<file path="config.mk">
export PLATFORM = sky130hd
export DESIGN_NAME = cordic_ci_master
export DESIGN_NICKNAME = d
export VERILOG_FILES = /design/src/rtl/cordic_ci_master.sv
export SDC_FILE = /design/constraint.sdc
export NUM_CORES = 1
export LEC_CHECK = 0
export CORE_MARGIN = 1.5
export CORE_UTILIZATION = 45
export DETAILED_ROUTE_END_ITERATION = 10
export GPL_TIMING_DRIVEN = 0
export PLACE_DENSITY = 0.84
export SLEW_MARGIN = 20
export SYNTH_ARGS = -nofsm -noshare
export SYNTH_HDL_FRONTEND = slang
export SYNTH_SLANG_ARGS = --single-unit
</file>
<file path="constraint.sdc">
create_clock -name clk -period 4.1 [get_ports clk]
set_clock_uncertainty 0.05 [all_clocks]
set_input_delay 0.82 -clock clk [delete_from_list [all_inputs] [get_ports clk]]
set_output_delay 0.82 -clock clk [all_outputs]
set_load 0.005 [all_outputs]
</file>
<file path="src/rtl/cordic_ci_master.sv">
// -----------------------------------------------------------------------------
// cordic_ci_master
//   Initiator for the multicycle custom-instruction handshake
//   (clk_en/start/done) used by the cosine/CORDIC slave units. Operands arrive
//   on an upstream valid/ready stream. Each operand is issued to the slave, and
//   the block waits for done or a timeout. The captured result (or a qNaN on
//   timeout) is then offered on a downstream valid/ready stream. Only one
//   operation is ever in flight.
//
// Ports
//   clk        system clock, rising edge
//   reset      asynchronous active-low reset
//   in_valid   upstream operand valid
//   in_ready   operand accepted this cycle (IDLE, or HOLD while out_ready)
//   in_data    float32 operand (theta)
//   out_valid  result valid (HOLD state)
//   out_ready  downstream accepts result
//   out_data   captured result, or 32'h7FC00000 on timeout
//   out_err    1 = out_data is a timeout result
//   err_count  saturating count of timeouts since reset
//   ci_clk_en  slave clock enable (ISSUE and WAIT)
//   ci_start   one-cycle start pulse (ISSUE)
//   ci_dataa   operand to slave, driven from the operand register only
//   ci_done    slave completion pulse
//   ci_result  slave result, valid while ci_done=1
// -----------------------------------------------------------------------------
module cordic_ci_master #(
  parameter int DATA_W  = 32,
  parameter int TIMEOUT = 64,
  parameter int ERR_W   = 16
) (
  input  logic              clk,
  input  logic              reset,
  input  logic              in_valid,
  output logic              in_ready,
  input  logic [DATA_W-1:0] in_data,
  output logic              out_valid,
  input  logic              out_ready,
  output logic [DATA_W-1:0] out_data,
  output logic              out_err,
  output logic [ERR_W-1:0]  err_count,
  output logic              ci_clk_en,
  output logic              ci_start,
  output logic [DATA_W-1:0] ci_dataa,
  input  logic              ci_done,
  input  logic [DATA_W-1:0] ci_result
);

  localparam int CNT_W = (TIMEOUT > 2) ? $clog2(TIMEOUT) : 1;
  localparam logic [CNT_W-1:0]  CNT_LAST = CNT_W'(TIMEOUT - 1);
  localparam logic [DATA_W-1:0] QNAN     = DATA_W'(32'h7FC0_0000);
  localparam logic [ERR_W-1:0]  ERR_MAX  = {ERR_W{1'b1}};

  typedef enum logic [1:0] {
    ST_IDLE  = 2'd0,
    ST_ISSUE = 2'd1,
    ST_WAIT  = 2'd2,
    ST_HOLD  = 2'd3
  } state_t;

  state_t              state_r;
  state_t              next_state_s;
  logic                rdy_en_r;
  logic [DATA_W-1:0]   op_r;
  logic [CNT_W-1:0]    cnt_r;
  logic [DATA_W-1:0]   out_data_r;
  logic                out_err_r;
  logic [ERR_W-1:0]    err_count_r;

  logic                accept_s;
  logic                cap_done_s;
  logic                cap_timeout_s;
  logic                in_ready_s;
  logic                out_valid_s;
  logic                ci_start_s;
  logic                ci_clk_en_s;

  // Next-state decode plus the state-decoded handshake outputs.
  always_comb begin
    next_state_s  = state_r;
    accept_s      = 1'b0;
    cap_done_s    = 1'b0;
    cap_timeout_s = 1'b0;
    in_ready_s    = 1'b0;
    out_valid_s   = 1'b0;
    ci_start_s    = 1'b0;
    ci_clk_en_s   = 1'b0;
    case (state_r)
      ST_IDLE: begin
        // rdy_en_r keeps in_ready low while reset is held and for the
        // first cycle after release, so every output reads 0 in reset.
        in_ready_s = rdy_en_r;
        if (in_valid && rdy_en_r) begin
          accept_s     = 1'b1;
          next_state_s = ST_ISSUE;
        end else begin
          next_state_s = ST_IDLE;
        end
      end
      ST_ISSUE: begin
        ci_start_s  = 1'b1;
        ci_clk_en_s = 1'b1;
        if (ci_done) begin
          cap_done_s   = 1'b1;
          next_state_s = ST_HOLD;
        end else begin
          next_state_s = ST_WAIT;
        end
      end
      ST_WAIT: begin
        ci_clk_en_s = 1'b1;
        // done wins over a timeout landing in the same cycle
        if (ci_done) begin
          cap_done_s   = 1'b1;
          next_state_s = ST_HOLD;
        end else if (cnt_r == CNT_LAST) begin
          cap_timeout_s = 1'b1;
          next_state_s  = ST_HOLD;
        end else begin
          next_state_s = ST_WAIT;
        end
      end
      ST_HOLD: begin
        out_valid_s = 1'b1;
        in_ready_s  = out_ready;
        if (out_ready) begin
          if (in_valid) begin
            // back-to-back: skip IDLE entirely
            accept_s     = 1'b1;
            next_state_s = ST_ISSUE;
          end else begin
            next_state_s = ST_IDLE;
          end
        end else begin
          next_state_s = ST_HOLD;
        end
      end
      default: begin
        next_state_s = ST_IDLE;
      end
    endcase
  end

  // State register.
  always_ff @(posedge clk or negedge reset) begin
    if (!reset) begin
      state_r <= ST_IDLE;
    end else begin
      state_r <= next_state_s;
    end
  end

  // Ready enable: set once the block has seen one clock out of reset.
  always_ff @(posedge clk or negedge reset) begin
    if (!reset) begin
      rdy_en_r <= 1'b0;
    end else begin
      rdy_en_r <= 1'b1;
    end
  end

  // Operand register; it is only loaded on acceptance, so ci_dataa stays
  // stable from ISSUE through the end of WAIT.
  always_ff @(posedge clk or negedge reset) begin
    if (!reset) begin
      op_r <= '0;
    end else if (accept_s) begin
      op_r <= in_data;
    end
  end

  // WAIT cycle counter: cleared in ISSUE, counts every WAIT cycle.
  always_ff @(posedge clk or negedge reset) begin
    if (!reset) begin
      cnt_r <= '0;
    end else if (state_r == ST_ISSUE) begin
      cnt_r <= '0;
    end else if (state_r == ST_WAIT) begin
      cnt_r <= cnt_r + CNT_W'(1);
    end
  end

  // Result register: loaded on done or timeout, otherwise held.
  always_ff @(posedge clk or negedge reset) begin
    if (!reset) begin
      out_data_r <= '0;
      out_err_r  <= 1'b0;
    end else if (cap_done_s) begin
      out_data_r <= ci_result;
      out_err_r  <= 1'b0;
    end else if (cap_timeout_s) begin
      out_data_r <= QNAN;
      out_err_r  <= 1'b1;
    end
  end

  // Saturating timeout counter.
  always_ff @(posedge clk or negedge reset) begin
    if (!reset) begin
      err_count_r <= '0;
    end else if (cap_timeout_s && (err_count_r != ERR_MAX)) begin
      err_count_r <= err_count_r + ERR_W'(1);
    end
  end

  assign in_ready  = in_ready_s;
  assign out_valid = out_valid_s;
  assign out_data  = out_data_r;
  assign out_err   = out_err_r;
  assign err_count = err_count_r;
  assign ci_clk_en = ci_clk_en_s;
  assign ci_start  = ci_start_s;
  assign ci_dataa  = op_r;

endmodule

</file>
### Word-level counts from Yosys, hierarchy flattened

Cells that the tools add are included.

* register bits after elaboration: 90
* bits of input ports: 69
* output and inout bits: 85
* word-level logic and storage cells: 46

* add/sub/neg operators: 2
* eq/ne operators: 5
* muxes and demuxes: 26
* reduce and logical (&&, ||, !) cells: 6

Operators by type and width (count)
* $mux W32: 2
* $mux W1: 18
* $add A16 B1 Y16 const B: 1
* $ne A16 B16 Y1 const B: 1
* $mux W6: 2
* $pmux W2 S4: 1
* $add A6 B1 Y6 const B: 1
* $eq A6 B6 Y1 const B: 1
* $eq A2 B2 Y1 const B: 2
* $pmux W1 S2: 2
* $reduce_bool A2 Y1: 2
* $eq A2 B1 Y1 const B: 1
* $logic_and A1 B1 Y1: 2
* $logic_not A2 Y1: 1
* $mux W2: 1
* $reduce_or A2 Y1: 1

### Logic depth before layout (Yosys ltp)

* depth after elaboration: 6
* mapped depth: 9
* mapped depth without buffers: 6

### Least setup slack after synthesis

OpenSTA, ideal clock, no wires.

* path type: input to register
* start point: input out_ready
* end point: register op_r[10], in the netlist ci_dataa[10]
* setup time: 125 ps
* arrival time: 1879 ps
* data required time: 3925 ps
* setup slack: 2046 ps
* stages: 6
* buffers on the path: 2
* path through: a22oi_1 nor2_1 and2_1 clkbuf_1 buf_2 mux2_2

* cells in the longest elaborated chain, start to end: 2

RTL lines
* start: declaration: RTL line 38 `input logic out_ready,`
* $mux W1: RTL line 126 `if (out_ready) begin`
* $pmux W1 S2: RTL line 88 `case (state_r)`
* end signal: assignment: RTL line 168 `op_r <= in_data;`
* end: declaration: RTL line 64 `logic [DATA_W-1:0] op_r;`

Every way passes these cells.
A chain may end at the register's enable or synchronous reset.

### Worst setup path after layout

* start point: input out_ready
* end point: output in_ready

* cells in the longest elaborated chain, start to end: 1

RTL lines
* $pmux W1 S2: RTL line 88
* end: declaration: RTL line 35 `output logic in_ready,`

Every way passes these cells.

==> out/results.ini <==
[outcome]
outcome=finished, final reports clean

[clock_network]
cts_tree=built
post_cts_buffers=0
cts_resized=0
numCtsBuffers=9
clock-sinks=90
cts_htree_levels=3
clk_pin_slew_ns=0.09
cts.path.max_buffers=2
clk_latency_ns=0.34
clockRootBuffer=clkbuf_8
cts-hold-fix-buffers=0

[run]
cap_violations=0

[place]
io_buffers=153
routabilityCongestion=0.829
dp_slack_ns=1.17
post-dp-hpwl_mm=6.79

[worst_setup_path]
r2r_start=state_r[0]$_DFF_PN0_
r2r-end=ci_dataa[14]$_DFFE_PN0P_
startpoint_type=primary input
critical_path_class=primary input to output pin
worstSetupEndpointType=output pin
r2r_cells=7
r2r_slack_ns=1.79
critPathArrivalTime_ns=2.06
worstPathRequired_ns=3.23
crit_path_max_fanout=2

[logic_synthesis]
synthAdderAreaFrac=0.0202
ys.flop_type=dfrtp_1
synthesis.nets=347
synth_top_family_by_area=multiplexers
synth_compound_area_frac=0.101
synthXorXnorAreaFrac=0.0401
synth-simple-area-share=0.0874
synth.avg_cell_area_sq_um=13.6
ys_seq_elements=90
netlist_instances=272
async_flop_share=1.00
synth_edf_count=0
synth_mux_area_frac=0.106
synth_warnings=0
ys_types=44
syn-cell-area_sq_mm=0.00371
ys_seq_area_frac=0.607

[hold_path]
worst_hold_path_type=primary input to async pin

[route]
drc=0
vias_per_cell=5.19
avgRoutedWirePerCell_um=16.7
drtAntennaViolNets=0
wl_mm=9.09
drt_iter0_drc=89
vias=2823
drt_first_pass_iters=4

[sta]
period_needed_ns=2.93
period_share=0.715
layout_setup_ws_ns=1.17
drv_slew=0
worstMarginPinSlew_ns=0.589
finalSetupViolCount=0
grt_setup_unrepaired=no
max_freq_mhz=341
relSlewSlack=0.607
hold_viol=0
finalSetupTns_ns=0

[die]
initial_utilization=0.473
coreArea_sq_mm=0.00785
rows=32
die_area_sq_mm=0.00879
die_h_um=93.8
ios=154
die_x_um=93.8

[grt]
antenna_found_initial=0
grt_pass1_wl_mm=14.3
grt_pass1_vias=2847
grt_max_degree=54
grt_overflow=0
grt_usage=0.210

[cells_and_area]
fin_util=0.710
area_delta_synth_final_pct=50.2
diodes=0
layout.nets=512
drive_gt1_frac=0.156

[pwr]
p_leak_nw=2.37
p_per_area_mw_per_mm2=650
ir_drop_mv=0.321

## power breakdown
| group | switching, mW | leakage, nW | internal [mW] |
|---|---|---|---|
| registers | 0.202 | 1.08 | 1.25 |
| logic | 0.583 | 1.20 | 1.04 |
| clock network | 0.308 | 0.0928 | 0.238 |
## Yosys cell counts, types with 4 or more instances
master / number / area (sq um)
clkbuf_1: 6 / 22.5
mux2_2: 33 / 372
buf_6: 5 / 56.3
nor4_1: 5 / 31.3
o21ai_0: 4 / 20.0
xor2_1: 15 / 131
nor3_1: 7 / 35.0
nand3_1: 6 / 30.0
ha_1: 6 / 75.1
a22o_1: 23 / 201
nor2_1: 5 / 18.8
o22a_1: 9 / 78.8
nand4_1: 6 / 37.5
nand2_1: 8 / 30.0
inv_1: 8 / 30.0
dfrtp_1: 90 / 2250
## kinds of logic after synthesis
logic type               Yosys count
AO/OA/AOI/OAI                     47
XOR/XNOR                          17
adder cells (fa/ha/maj)            6
buffers and inverters             23
flip-flops                        90
multiplexers                      35
other                              1
AND/OR/NAND/NOR                   53
## critical path, stage by stage
cell	delay (ns)
clkdlybuf4s50_1	0.48
a22oi_1	0.08
nor2_1	0.14
clkdlybuf4s50_1	0.54
## sequential cells by signal, summed over array words and instances, names as in the netlist
name,flops
state_r,2
out_data,32
err_count,16
cnt_r,6
out_err,1
rdy_en_r,1
ci_dataa,32
## per-layer routing
metal	GRT usage	up-vias	wire, um
met4	0.0647	0	102
met5	0	-	0
met3	0.0388	11	497
li1	-	1312	-
met2	0.364	98	4690
met1	0.268	1402	3800
## cells in the final DEF, fill, tap and decap left out, types with 2 or more instances in the layout
cell	n
nand4_1	6
a22o_1	23
clkdlybuf4s50_1	152
dfrtp_1	90
o22a_1	9
nand3_1	6
o21ai_0	4
nor2_1	5
clkbuf_8	10
inv_1	8
mux2_2	33
nor4_1	5
nor3_1	7
clkinv_2	3
and2_1	2
inv_6	2
and4_1	2
xnor2_1	2
a21oi_1	3
xor2_1	15
buf_6	5
o22ai_1	2
clkbuf_1	6
nand2_1	8
buf_2	3
ha_1	6
## layout make-up
type | instances | area (sq um)
sequential | 90 | 2250
multi-input combinational | 159 | 1320
clock inverter | 6 | 40.0
inverter | 8 | 30.0
tap | 102 | 128
fill | 576 | 2280
timing repair buffer | 154 | 1560
clock buffer | 10 | 138
buffer | 15 | 109
## metrics by stage
step                power, mW  cell area (sq um)  hold WS (ns)  cells
floorplan                2.14               3710         0.428    272
global placement         3.03               5370         0.420    527
detailed placement       3.10               5390         0.427    528
CTS                      3.66               5570         0.390    544
global route             3.84               5570         0.427    544
finish                   3.62               5570         0.391    544
## worst max-delay path by stage
stage	start	end	slack, ns	cells after the start
floorplan	out_ready	ci_dataa[10]$_DFFE_PN0P_	2.05	6
global placement	reset	err_count[1]$_DFFE_PN0P_	-1.01	1
detailed placement	out_ready	in_ready	1.17	4
CTS	out_ready	in_ready	1.16	4
global route	out_ready	in_ready	1.12	4
finish	out_ready	in_ready	1.17	4
Power figures use the tool's default switching activity.
